<file path="src/rtl/cpu_pkg.sv">
// Core-wide types and constants shared by the fetch stage and its helpers.
package cpu_pkg;

    localparam int INST_W = 32;
    localparam int ADDR_W = 32;

    localparam logic RST_ACTIVE = 1'b1;

    typedef struct packed {
        logic [ADDR_W-1:0] pc;
        logic [INST_W-1:0] inst;
        logic              adel;
    } fetch_entry_t;

endpackage

</file>
<file path="src/rtl/fetch_queue.sv">
// Small synchronous FIFO of arbitrary element type with clear. Push into a full
// queue is accepted only when a pop happens in the same cycle.
module fetch_queue
    import cpu_pkg::*;
#(
    parameter int  DEPTH = 4,
    parameter type T     = logic [31:0]
) (
    input  logic                   clk,
    input  logic                   rst,
    input  logic                   clear,
    input  logic                   push,
    input  T                       push_data,
    input  logic                   pop,
    output logic [$clog2(DEPTH):0] count,
    output T                       head
);

    localparam int PW = $clog2(DEPTH);
    localparam int CW = PW + 1;
    localparam logic [CW-1:0] FULL = CW'(DEPTH);

    T              mem_q [DEPTH];
    T              mem_d [DEPTH];
    logic [PW-1:0] rd_ptr_q, rd_ptr_d;
    logic [PW-1:0] wr_ptr_q, wr_ptr_d;
    logic [CW-1:0] count_q, count_d;
    logic          do_push, do_pop;

    always_comb begin
        do_pop   = pop && (count_q != '0);
        do_push  = push && ((count_q != FULL) || do_pop);
        mem_d    = mem_q;
        rd_ptr_d = rd_ptr_q;
        wr_ptr_d = wr_ptr_q;
        count_d  = count_q;
        if (clear) begin
            rd_ptr_d = '0;
            wr_ptr_d = '0;
            count_d  = '0;
        end else begin
            if (do_push) begin
                mem_d[wr_ptr_q] = push_data;
                wr_ptr_d        = wr_ptr_q + PW'(1);
            end
            if (do_pop) begin
                rd_ptr_d = rd_ptr_q + PW'(1);
            end
            count_d = count_q + CW'(do_push) - CW'(do_pop);
        end
    end

    // Storage is reset too so the head reads as zero straight out of reset.
    always_ff @(posedge clk) begin
        if (rst == RST_ACTIVE) begin
            for (int i = 0; i < DEPTH; i++) begin
                mem_q[i] <= '0;
            end
            rd_ptr_q <= '0;
            wr_ptr_q <= '0;
            count_q  <= '0;
        end else begin
            mem_q    <= mem_d;
            rd_ptr_q <= rd_ptr_d;
            wr_ptr_q <= wr_ptr_d;
            count_q  <= count_d;
        end
    end

    assign count = count_q;
    assign head  = mem_q[rd_ptr_q];

endmodule

</file>
<file path="src/rtl/inst_fetch.sv">
// Instruction fetch: credit-limited pipelined bus requests, in-order entry
// queue towards decode, and discard accounting for responses orphaned by flush.
module inst_fetch
    import cpu_pkg::*;
#(
    parameter int DEPTH = 4
) (
    input  logic              clk,
    input  logic              rst,
    input  logic [ADDR_W-1:0] pc,
    output logic              pc_en,
    input  logic              flush,
    output logic              inst_req,
    output logic [ADDR_W-1:0] inst_addr,
    input  logic              inst_addr_ok,
    input  logic              inst_data_ok,
    input  logic [INST_W-1:0] inst_rdata,
    output logic              if_valid,
    input  logic              if_ready,
    output logic [ADDR_W-1:0] if_pc,
    output logic [INST_W-1:0] if_inst,
    output logic              if_adel
);

    localparam int CW = $clog2(DEPTH) + 1;
    localparam logic [CW-1:0] DEPTH_C = CW'(DEPTH);

    logic [CW-1:0]     outstanding_q, outstanding_d;
    logic [CW-1:0]     discard_q, discard_d;
    logic [CW-1:0]     entry_count;
    logic [CW-1:0]     pc_count;
    logic [CW:0]       credit_sum;
    logic [ADDR_W-1:0] pc_head;
    fetch_entry_t      entry_head;
    fetch_entry_t      push_entry;
    logic              can_issue, aligned, accept, adel_push;
    logic              resp_live, resp_drop, entry_push, entry_pop;

    always_comb begin
        credit_sum = {1'b0, entry_count} + {1'b0, outstanding_q};
        can_issue  = (rst != RST_ACTIVE) && !flush && (credit_sum < {1'b0, DEPTH_C});
        aligned    = (pc[1:0] == 2'b00);
        inst_req   = aligned && can_issue;
        inst_addr  = pc;
        accept     = inst_req && inst_addr_ok;
        // A misaligned PC waits for the bus to drain so the error entry stays in order.
        adel_push  = !aligned && can_issue && (outstanding_q == '0);
        pc_en      = accept || adel_push;

        resp_drop  = inst_data_ok && (discard_q != '0);
        resp_live  = inst_data_ok && (discard_q == '0) && (outstanding_q != '0) && !flush;
        entry_push = resp_live || adel_push;
        entry_pop  = if_valid && if_ready;

        if (resp_live) begin
            push_entry = '{pc: pc_head, inst: inst_rdata, adel: 1'b0};
        end else begin
            push_entry = '{pc: pc, inst: {INST_W{1'b0}}, adel: 1'b1};
        end

        outstanding_d = outstanding_q;
        discard_d     = discard_q;
        if (flush) begin
            // Every in-flight request becomes a discard, minus a response landing now.
            outstanding_d = '0;
            discard_d     = discard_q + outstanding_q
                          - CW'(inst_data_ok && ((discard_q != '0) || (outstanding_q != '0)));
        end else begin
            outstanding_d = outstanding_q + CW'(accept) - CW'(resp_live);
            discard_d     = discard_q - CW'(resp_drop);
        end
    end

    always_ff @(posedge clk) begin
        if (rst == RST_ACTIVE) begin
            outstanding_q <= '0;
            discard_q     <= '0;
        end else begin
            outstanding_q <= outstanding_d;
            discard_q     <= discard_d;
        end
    end

    fetch_queue #(
        .DEPTH (DEPTH),
        .T     (fetch_entry_t)
    ) u_entry_q (
        .clk       (clk),
        .rst       (rst),
        .clear     (flush),
        .push      (entry_push),
        .push_data (push_entry),
        .pop       (entry_pop),
        .count     (entry_count),
        .head      (entry_head)
    );

    fetch_queue #(
        .DEPTH (DEPTH),
        .T     (logic [ADDR_W-1:0])
    ) u_pc_q (
        .clk       (clk),
        .rst       (rst),
        .clear     (flush),
        .push      (accept),
        .push_data (pc),
        .pop       (resp_live),
        .count     (pc_count),
        .head      (pc_head)
    );

    assign if_valid = (entry_count != '0);
    assign if_pc    = entry_head.pc;
    assign if_inst  = entry_head.inst;
    assign if_adel  = entry_head.adel;

    a_outstanding_bound: assert property (@(posedge clk) disable iff (rst) outstanding_q <= DEPTH_C);
    a_discard_bound:     assert property (@(posedge clk) disable iff (rst) discard_q <= DEPTH_C);
    a_pc_fifo_tracks:    assert property (@(posedge clk) disable iff (rst) pc_count == outstanding_q);

endmodule

</file>
<file path="config.mk">
export PLATFORM = sky130hd
export DESIGN_NAME = inst_fetch
export DESIGN_NICKNAME = d
export VERILOG_FILES = /design/src/rtl/cpu_pkg.sv /design/src/rtl/fetch_queue.sv /design/src/rtl/inst_fetch.sv
export SDC_FILE = /design/constraint.sdc
export NUM_CORES = 1
export LEC_CHECK = 0
export CAP_MARGIN = 15
export CORE_MARGIN = 5
export CORE_UTILIZATION = 55
export CTS_BUF_LIST = sky130_fd_sc_hd__clkbuf_8
export DETAILED_ROUTE_END_ITERATION = 8
export PLACE_DENSITY = 0.73
export SLEW_MARGIN = 40
export SYNTH_ARGS = -nofsm -noshare
export SYNTH_HDL_FRONTEND = slang
export SYNTH_HIERARCHICAL = 1
export SYNTH_SLANG_ARGS = --single-unit
</file>
<file path="constraint.sdc">
create_clock -name clk -period 4.17 [get_ports clk]
set_input_delay 0.834 -clock clk [delete_from_list [all_inputs] [get_ports clk]]
set_output_delay 0.834 -clock clk [all_outputs]
set_load 0.01 [all_outputs]
</file>
# [Yosys cells after proc, flatten, opt, wreduce, memory -nomap -nowiden]
# Index checks and enable logic that the tools add are counted.
[word_totals] output_inout_bits=100 reg_bits=408 elab_cells=102
[op_classes] muxes=14 n_lt_le_gt_ge=7 n_reduce_logical=35 bitwise=6 add_sub_neg=14 n_eq_ne=2
[op_table] op="260-bit bitwise mux" count=1
[op_table] op="65-bit two-way mux" count=4
[op_table] op="65-bit binary-select mux with 2-bit select" count=1
[op_table] op="65-bit demux with 2-bit select" count=1
[op_table] op="128-bit bitwise mux" count=1
[op_table] op="32-bit two-way mux" count=3
[op_table] op="32-bit binary-select mux with 2-bit select" count=1
[op_table] op="32-bit demux with 2-bit select" count=1
[op_table] op="1-bit logical AND" count=18
[op_table] op="3-bit by 1-bit subtractor with 3-bit output" count=5
[op_table] op="3-bit >= comparator (second input constant)" count=4
[op_table] op="2-bit inverter with 3-bit output" count=4
[op_table] op="3-bit nonzero test" count=4
[op_table] op="3-bit by 1-bit adder with 3-bit output" count=3
[op_table] op="2-bit by 1-bit adder with 2-bit output (second input constant)" count=4
[op_table] op="3-bit zero test" count=2
[op_table] op="3-bit by 1-bit less-than comparator with 1-bit output (second input constant)" count=2
[op_table] op="3-bit inequality test (second input constant)" count=2
[op_table] op="1-bit logical OR" count=5
[op_table] op="3-bit by 3-bit adder with 4-bit output" count=1
[op_table] op="4-bit by 3-bit less-than comparator with 1-bit output (second input constant)" count=1
[op_table] op="2-bit AND reduction" count=2
[op_table] op="3-bit adder" count=1
[op_table] op="3-bit two-way mux" count=1
[op_table] op="other kinds (4)" count=6

# [Logic depth before layout (Yosys ltp)]
# Gate-level depths: netlist of the first run.
[logic_depth] word_depth=9 mapped_depth=14 depth_no_buf=13

# [Hierarchy]
# The synthesis of the first run kept the hierarchy.
[modules_own_cells] module="fetch_queue at u_entry_q" n_inst=1 seq_area_each_um2=5345.1 area_per_inst_um2=12244.2 cells_each=1036
[modules_own_cells] module="fetch_queue at u_pc_q" n_inst=1 seq_area_each_um2=2702.6 area_per_inst_um2=6223.5 cells_each=533
[modules_own_cells] module="inst_fetch" n_inst=1 seq_area_each_um2=120.1 area_per_inst_um2=1521.5 cells_each=172

# [Worst setup path after synthesis of the first run]
# No wires, ideal clock.
[synth_path] kind="input to register" startpoint="input inst_data_ok" endpoint="register u_pc_q.count_q[2] (netlist: u_pc_q/count[2])" cell_stages=14 t_required_ps=4055 arrival_time_ps=3318 setup_slack_ps=737 path_buffers=2 setup_time_ps=115 path_cell_list="o31ai_1 > nor3_4 > clkbuf_1 > or4b_1 > buf_2 > nand2_1 > ha_1 > inv_1 > ha_1 > inv_1 > fa_1 > xnor2_1 > xnor2_1 > and2_1"
[synth_via] elab_chain_cells=8
[synth_rtl] item="from (decl)" line_no="inst_fetch.sv:16" source="input logic inst_data_ok,"
[synth_rtl] item="1-bit logical AND (*) (3 in series)" line_no="inst_fetch.sv:51" source="resp_live = inst_data_ok && (discard_q == '0) && (outstanding_q != '0) && !flush;"
[synth_rtl] item="via resp_live" line_no="inst_fetch.sv:37" source="logic resp_live, resp_drop, entry_push, entry_pop;"
[synth_rtl] item="1-bit logical AND (*)" line_no="fetch_queue.sv:31" source="do_pop = pop && (count_q != '0);"
[synth_rtl] item="1-bit logical OR" line_no="fetch_queue.sv:32" source="do_push = push && ((count_q != FULL) || do_pop);"
[synth_rtl] item="1-bit logical AND" line_no="fetch_queue.sv:32"
[synth_rtl] item="3-bit by 1-bit adder with 3-bit output" line_no="fetch_queue.sv:49" source="count_d = count_q + CW'(do_push) - CW'(do_pop);"
[synth_rtl] item="3-bit by 1-bit subtractor with 3-bit output (*)" line_no="fetch_queue.sv:49"
[synth_rtl] item="to (signal assigned)" line_no="fetch_queue.sv:66" source="count_q <= count_d;"
[synth_rtl] item="to (decl)" line_no="fetch_queue.sv:27" source="logic [CW-1:0] count_q, count_d;"
# The timed path passes the listed nets; every way through them passes the cells marked *.
# A chain may end at the register's enable or synchronous reset.

# [Worst setup path in the final report of the first run]
[layout_path] startpoint="register u_entry_q.rd_ptr_q[1]" endpoint="output if_inst[17]"
[layout_via] elab_chain_cells=4
[layout_rtl] item="from (decl)" line_no="fetch_queue.sv:25" source="logic [PW-1:0] rd_ptr_q, rd_ptr_d;"
[layout_rtl] item="from (signal assigned)" line_no="fetch_queue.sv:64" source="rd_ptr_q <= rd_ptr_d;"
[layout_rtl] item="2-bit inverter with 3-bit output (implied by the code)" line_no="fetch_queue.sv:71" source="assign head = mem_q[rd_ptr_q];"
[layout_rtl] item="65-bit binary-select mux with 2-bit select" line_no="fetch_queue.sv:71"
[layout_rtl] item="65-bit two-way mux (implied by the code) (2 in series)" line_no="fetch_queue.sv:71"
[layout_rtl] item="to (decl)" line_no="inst_fetch.sv:21" source="output logic [INST_W-1:0] if_inst,"
# Every way passes these cells. The select of a mux whose other input is x is not followed.

==> reports/results.tsv, run 1 <==
stage	metric	value	unit
power_and_ir_drop	total power	8003	uW
worst_setup_path	CP arrival	2740	ps
yosys	warning count from the yosys run	6	
floorplan	FP Rows	69	
yosys	Post-synth EDFFs	0	
sta	Final Hold Viols	0	
place	DP Wirelength	27.65	mm
yosys	Top FF cell, synth	dfxtp_1	
yosys	asr flop ratio synth	0	
yosys	biggest area consumer among synthesized cells	dfxtp_1	
yosys	syn_area_per_cell	11.48	sq um
worst_setup_path	max incr delay on CP	700	ps
worst_setup_path	CP max FO	25	
floorplan	die area	40260	sq um
worst_setup_path	Max stage delay cell, worst path	dfxtp_4	
min_path	Hold Crit Class	flip-flop to flip-flop	
yosys	sequential share of the synthesized area	0.4086	
drt	wire per inst	18.62	um
final_layout	filler cell count	2902	
yosys	synth top area cells	dfxtp_1, mux2i_1, nand2b_1, mux4_2, mux2_4	
global_routing	GRT Total Usage	0.2142	
drt	vias per inst	5.391	
global_routing	initial antenna violation count	0	
final_layout	share of cells above drive strength 1	0.1426	
floorplan	Die X-Extent	200.6	um
yosys	Post-synth top cells	nand2b_1, dfxtp_1, mux2i_1, mux4_2, clkbuf_1	
flow_run	max_cap viols	0	
worst_setup_path	Startpoint Class	flip-flop	
worst_setup_path	crit path kind	flip-flop to output pin	
power_and_ir_drop	Peak supply drop	0.2402	mV
sta	skew final	30.42	ps
sta	Final Cycle Share	0.8560	
clock_tree	post-CTS sizing	0	
clock_tree	Reg clk slew, reported paths	60	ps
clock_tree	hold_buf cts	0	
floorplan	die height	200.6	um
clock_tree	latest clock arrival within the worst-skew pair	600	ps
global_routing	wire length of the first global-routing pass	71.49	mm
worst_setup_path	CP endpoint kind	output pin	
yosys	Syn Nets	1836	
drt	Initial DRC Count	631	
clock_tree	deepest clock path buffer count	3	
global_routing	vias in the first global route	13550	
yosys	Synth cell types	43	
power_and_ir_drop	leakage power	0.009978	uW
yosys	Syn Inst Count	1741	
yosys	Syn Std Cell Area	19990	sq um
final_layout	Area Overhead vs Synth	14.77	%
place	Placed Cells incl. Taps	2241	
sta	Slew Viols, Final	0	
sta	Tmin final	3570	ps
drt	Routed Antenna Nets	0	
clock_tree	TritonCTS clock tree	yes	
sta	Final Setup Violations	0	
drt	DR pass1 iterations	5	
sta	slew margin rel.	0.4817	
sta	unrepaired setup endpoints after global routing	no	
sta	setup slack after layout	600.4	ps
clock_tree	CTS sink cnt	408	
floorplan	Placeable Area	35740	sq um
sta	Final TNS setup	0	ps
clock_tree	CTS buffer count	70	
yosys	share of the synthesized area in the top cell type	0.4086	
clock_tree	H-tree depth	3	
place	pre-CTS WS	460.8	ps
yosys	most frequent cell after synthesis	nand2b_1	
worst_setup_path	worst-path cell chain	buf_4 -> mux4_2 -> clkdlybuf4s50_1	
clock_tree	root buf cell	clkbuf_8	
global_routing	total grt overflow	0	
final_layout	Multi-input gate area	10760	sq um
final_layout	register area	8178	sq um
floorplan	Initial Utilization	0.5593	
yosys	Yosys reg bits	408	
final_layout	Layout Cells excl Fill	2355	
final_layout	final-stage net count	1947	
worst_setup_path	CP required	3340	ps
outcome	status	completed	
power_and_ir_drop	Pwr Density	348.9	nW/um^2
drt	final WL	43.86	mm
drt	routed via count	12700	
sta	actual slew at the worst max-slew pin	777.5	ps
sta	fmax	280.1	MHz
final_layout	ANT cells	0	
clock_tree	post-CTS setup repair buffer count	0	
place	Final GP Congestion	0.7220	
floorplan	I/O pins	170	
place	PortBufs	169	
global_routing	largest net degree at the start of global routing	146	
drt	# DRC	0	
-- sequential cells by signal, indices dropped and copies added, names as in the netlist --
name	flops
u_entry_q/mem_q	260
u_pc_q/mem_q	128
discard_q	3
outstanding_q	3
u_entry_q/count	3
u_pc_q/count	3
u_entry_q/rd_ptr_q	2
u_entry_q/wr_ptr_q	2
u_pc_q/rd_ptr_q	2
u_pc_q/wr_ptr_q	2
-- cells by family after synthesis --
| group | share of synthesized area |
|---|---|
| xor gates and xnor gates | 0.004820 |
| adders and majority gates | 0.01715 |
| muxes | 0.3289 |
| DFF | 0.4086 |
| buffers and inverters | 0.05458 |
| and+or+nand+nor | 0.1817 |
| AOI/OAI and AO/OA | 0.004257 |
-- final timing paths --
kind / startpoint / endpoint / slack, ps / cells past startpoint
worst min-delay path: u_entry_q/mem_q[183] / u_entry_q/mem_q[183] / 470 / 2
worst max-delay path: u_entry_q/rd_ptr_q[1] / if_inst[17] / 600 / 3
worst max register to register: u_entry_q/count[0] / u_entry_q/count[2] / 1020 / 11
worst min register to register: u_entry_q/mem_q[183] / u_entry_q/mem_q[183] / 470 / 2
-- area by class of cell --
class | instances | share of cell area
clock buffer | 78 | 0.04680
inverter | 20 | 0.003272
tap | 461 | 0.02514
multi-input combinational | 1153 | 0.4689
clock inverter | 36 | 0.01053
sequential | 408 | 0.3565
timing repair buffer | 199 | 0.08885
-- metal layers --
metal | up-vias | track usage | part of all wire
met3 | 78 | 0.03829 | 0.034
li1 | 6178 | - | -
met4 | 0 | 0.05924 | 0.021
met1 | 6230 | 0.2999 | 0.48
met5 | - | 0 | 0
met2 | 210 | 0.3446 | 0.46
-- metrics by stage --
| stage | utilization | cell area (sq um) | hold WS [ps] |
|---|---|---|---|
| 2_1_floorplan | - | 19990 | 445.5 |
| 4_1_cts | 0.6418 | 22940 | 472.4 |
| 6_report | 0.6418 | 22940 | 468.1 |
| 5_1_grt | 0.6418 | 22940 | 480.4 |
| 3_3_place_gp | 0.6049 | 21620 | 454.9 |
| 3_5_place_dp | 0.6051 | 21630 | 460.7 |
-- where the power goes --
group | switching [uW] | internal, uW
Combinational | 277 | 315
Sequential | 16.6 | 3930
Clock | 1580 | 1890
-- worst max-delay path, delay by kind of cell (launching register included) --
kind	cells	cell delay, ps
buffers and inverters	2	1030
multiplexers	1	380
flip-flops	1	700
-- cell usage in the layout, fill, tap and decap left out, types with 3 or more instances in the layout --
cell type          n
dfxtp_1          404
clkbuf_8          78
nor2_1            11
clkinvlp_4         4
nand3_1            4
nand3_2            5
mux2_2             4
mux2i_1          392
mux2_4            28
buf_12             9
xor2_1             3
fa_1               4
xnor2_1            8
nand2_1           13
a21oi_1            3
bufinv_16          3
clkinv_2           6
nand2b_1         485
mux4_2            97
and2_1            40
inv_1             40
ha_1              21
nor3_1             9
clkdlybuf4s50_1  168
buf_4             20
Power figures use the tool's default switching activity.
==> run 2, diff against run 1 <==
CORE_MARGIN = 1.5   (was 5)
==> run 2 against run 1 <==
The flow now finishes with violations (design-rule violations). Maximum frequency rose by 0.61%. Combinational power barely moved. Worst setup slack improved by 22 ps. Die area fell by 6.9%. Sequential share of layout area fell by 0.26 points. Design area rose by 0.74%. Hold slack improved by 2.8 ps. Clock power rose by 5%. Largest cell class unchanged. Clock-buffer cell count rose by 17. Final cell count rose by 0.59%. Clock skew fell by 7.9 ps. Critical path depth did not move.
==> reports/results.tsv, run 2 (synthesized netlist as in run 1, its figures left out) <==
stage	metric	value	unit	change
final_layout	commonest non-fill, non-tap cells in the layout	nand2b_1, dfxtp_1, mux2i_1		unchanged
final_layout	post-layout util	0.6481		was 0.6418
final_layout	Regs by FF count	u_entry_q/mem_q: 260 flops, u_pc_q/mem_q: 128 flops		unchanged
worst_setup_path	Startpoint Class	flip-flop		unchanged
place	Post-DP Area	21650	sq um	was 21,630 sq um
clock_tree	root buf cell	clkbuf_8		unchanged
drt	DR pass1 iterations	6		was 5
sta	Final Setup Violations	0		unchanged
final_layout	final-stage net count	1952		was 1,947
worst_setup_path	Max stage delay cell, worst path	dfxtp_4		unchanged
sta	Final TNS setup	0	ps	unchanged
final_layout	ANT cells	0		unchanged
drt	routed via count	12690		was 12,700
floorplan	die height	193.6	um	was 200.6 um
floorplan	Placeable Area	35660	sq um	was 35,740 sq um
worst_setup_path	worst-path cell chain	buf_4 -> mux4_2 -> clkdlybuf4s50_1		unchanged
outcome	failing checks	design-rule violations		
global_routing	met2 Use GR	0.3811		was 0.3446
sta	Final Cycle Share	0.8508		was 0.8560
final_layout	filler cell count	2867		was 2,902
clock_tree	deepest clock path buffer count	3		unchanged
global_routing	met3 Track Usage GR	0.04140		was 0.03829
clock_tree	hold_buf cts	0		unchanged
drt	Initial DRC Count	543		was 631
drt	final WL	43.58	mm	was 43.86 mm
global_routing	gr busiest metal	met2		unchanged
global_routing	met1 Resource Use GR	0.3231		was 0.2999
outcome	status	complete, but fails checks		was completed
final_layout	commonest non-fill, non-tap cell in the layout	nand2b_1		unchanged
floorplan	die area	37500	sq um	was 40,260 sq um
power_and_ir_drop	leakage power	0.01007	uW	was 0.009978 uW
drt	vias per inst	5.358		was 5.391
worst_setup_path	CP required	3340	ps	about the same
worst_setup_path	CP endpoint kind	output pin		unchanged
clock_tree	latest clock arrival within the worst-skew pair	610	ps	was 600 ps
power_and_ir_drop	total power	8173	uW	was 8003 uW
worst_setup_path	max incr delay on CP	700	ps	about the same
sta	unrepaired setup endpoints after global routing	no		unchanged
sta	actual slew at the worst max-slew pin	731.6	ps	was 777.5 ps
final_layout	Largest register FFs	260		unchanged
power_and_ir_drop	Peak supply drop	0.2257	mV	was 0.2402 mV
sta	Tmin final	3548	ps	was 3570 ps
worst_setup_path	crit path kind	flip-flop to output pin		unchanged
sta	fmax	281.8	MHz	was 280.1 MHz
clock_tree	CTS sink cnt	408		unchanged
sta	Slew Viols, Final	0		unchanged
global_routing	wire length of the first global-routing pass	71.29	mm	was 71.49 mm
drt	# DRC	10		was 0
final_layout	share of cells above drive strength 1	0.1488		was 0.1426
drt	Routed Antenna Nets	0		unchanged
global_routing	vias in the first global route	13550		about the same
final_layout	Multi-input gate area	10760	sq um	unchanged
global_routing	initial antenna violation count	0		unchanged
sta	slew margin rel.	0.5122		was 0.4817
global_routing	largest net degree at the start of global routing	292		was 146
final_layout	Largest Register	u_entry_q/mem_q		unchanged
clock_tree	CTS buffer count	71		was 70
clock_tree	TritonCTS clock tree	yes		unchanged
place	DP Wirelength	27.23	mm	was 27.65 mm
clock_tree	post-CTS setup repair buffer count	0		unchanged
floorplan	Initial Utilization	0.5606		was 0.5593
drt	wire per inst	18.40	um	was 18.62 um
place	Final GP Congestion	0.7463		was 0.7220
worst_setup_path	CP max FO	25		unchanged
power_and_ir_drop	Pwr Density	353.7	nW/um^2	was 348.9 nW/um^2
clock_tree	post-CTS sizing	0		unchanged
place	PortBufs	169		unchanged
worst_setup_path	CP arrival	2710	ps	was 2740 ps
floorplan	Die X-Extent	193.6	um	was 200.6 um
sta	skew final	22.54	ps	was 30.42 ps
final_layout	Area Overhead vs Synth	15.61	%	was 14.77%
global_routing	GRT Total Usage	0.2353		was 0.2142
min_path	Hold Crit Class	flip-flop to flip-flop		unchanged
clock_tree	H-tree depth	3		unchanged
sta	Final Hold Viols	0		unchanged
flow_run	max_cap viols	0		unchanged
final_layout	post-layout instance area	23110	sq um	was 22,940 sq um
floorplan	I/O pins	170		unchanged
global_routing	total grt overflow	0		unchanged
final_layout	register area	8178	sq um	unchanged
floorplan	FP Rows	69		unchanged
clock_tree	Reg clk slew, reported paths	60	ps	about the same
[run 2: cell types whose count changed in the layout (fill, tap and decap cells not counted), sizes merged]
| cell | change |
|---|---|
| clkbuf | +17 |
| clkinvlp | -2 |
| bufinv | -3 |
| buf | +4 |
| inv | +1 |
| clkinv | -3 |
[run 2: cell type report]
type                       instances  area share
clock inverter                    29    0.005468
inverter                          20    0.003249
tap                              461     0.02496
timing repair buffer             203     0.09036
sequential                       408      0.3539
clock buffer                      95     0.05658
multi-input combinational       1153      0.4655
[run 2: where the power goes]
group | internal [uW] | total (uW) | switching (uW) | leakage, uW
Sequential | 3930 | 3940 | 17.9 | 0.00329
Combinational | 316 | 593 | 277 | 0.00596
Clock | 2020 | 3640 | 1610 | 0.000821
Total | 6270 | 8170 | 1910 | 0.0101
[run 2: critical path: cells and delay by family, from the launching register on]
| family | cells | cell delay (ps) |
|---|---|---|
| buf+inv | 2 | 980 |
| mux | 1 | 410 |
| flops | 1 | 700 |
[run 2: routing by layer]
layer,part of all wire,up-vias,routed length (um)
li1,-,6180,-
met3,0.032,57,1398
met5,0,-,0
met2,0.47,186,20350
met4,0.017,0,758
met1,0.48,6270,21070
[run 2: worst paths after layout]
path / slack, ps / cells after the start / startpoint / to
worst max-delay path: 620 / 3 / u_entry_q/rd_ptr_q[1] / if_inst[14]
worst min-delay path: 470 / 2 / u_entry_q/mem_q[207] / u_entry_q/mem_q[207]
worst max register to register: 990 / 11 / u_entry_q/count[1] / u_entry_q/count[2]
worst min register to register: 470 / 2 / u_entry_q/mem_q[207] / u_entry_q/mem_q[207]
[run 2: stage by stage]
| stage | hold WS, ps | setup slack (ps) | instances |
|---|---|---|---|
| after global routing | 491.7 | 475.6 | 2369 |
| after CTS | 472.6 | 527.1 | 2368 |
| after floorplan | 445.5 | 736.8 | 1741 |
| final | 471.0 | 622.0 | 2369 |
| after global placement | 455.4 | 400.0 | 2244 |
| after detailed placement | 460.6 | 333.7 | 2244 |
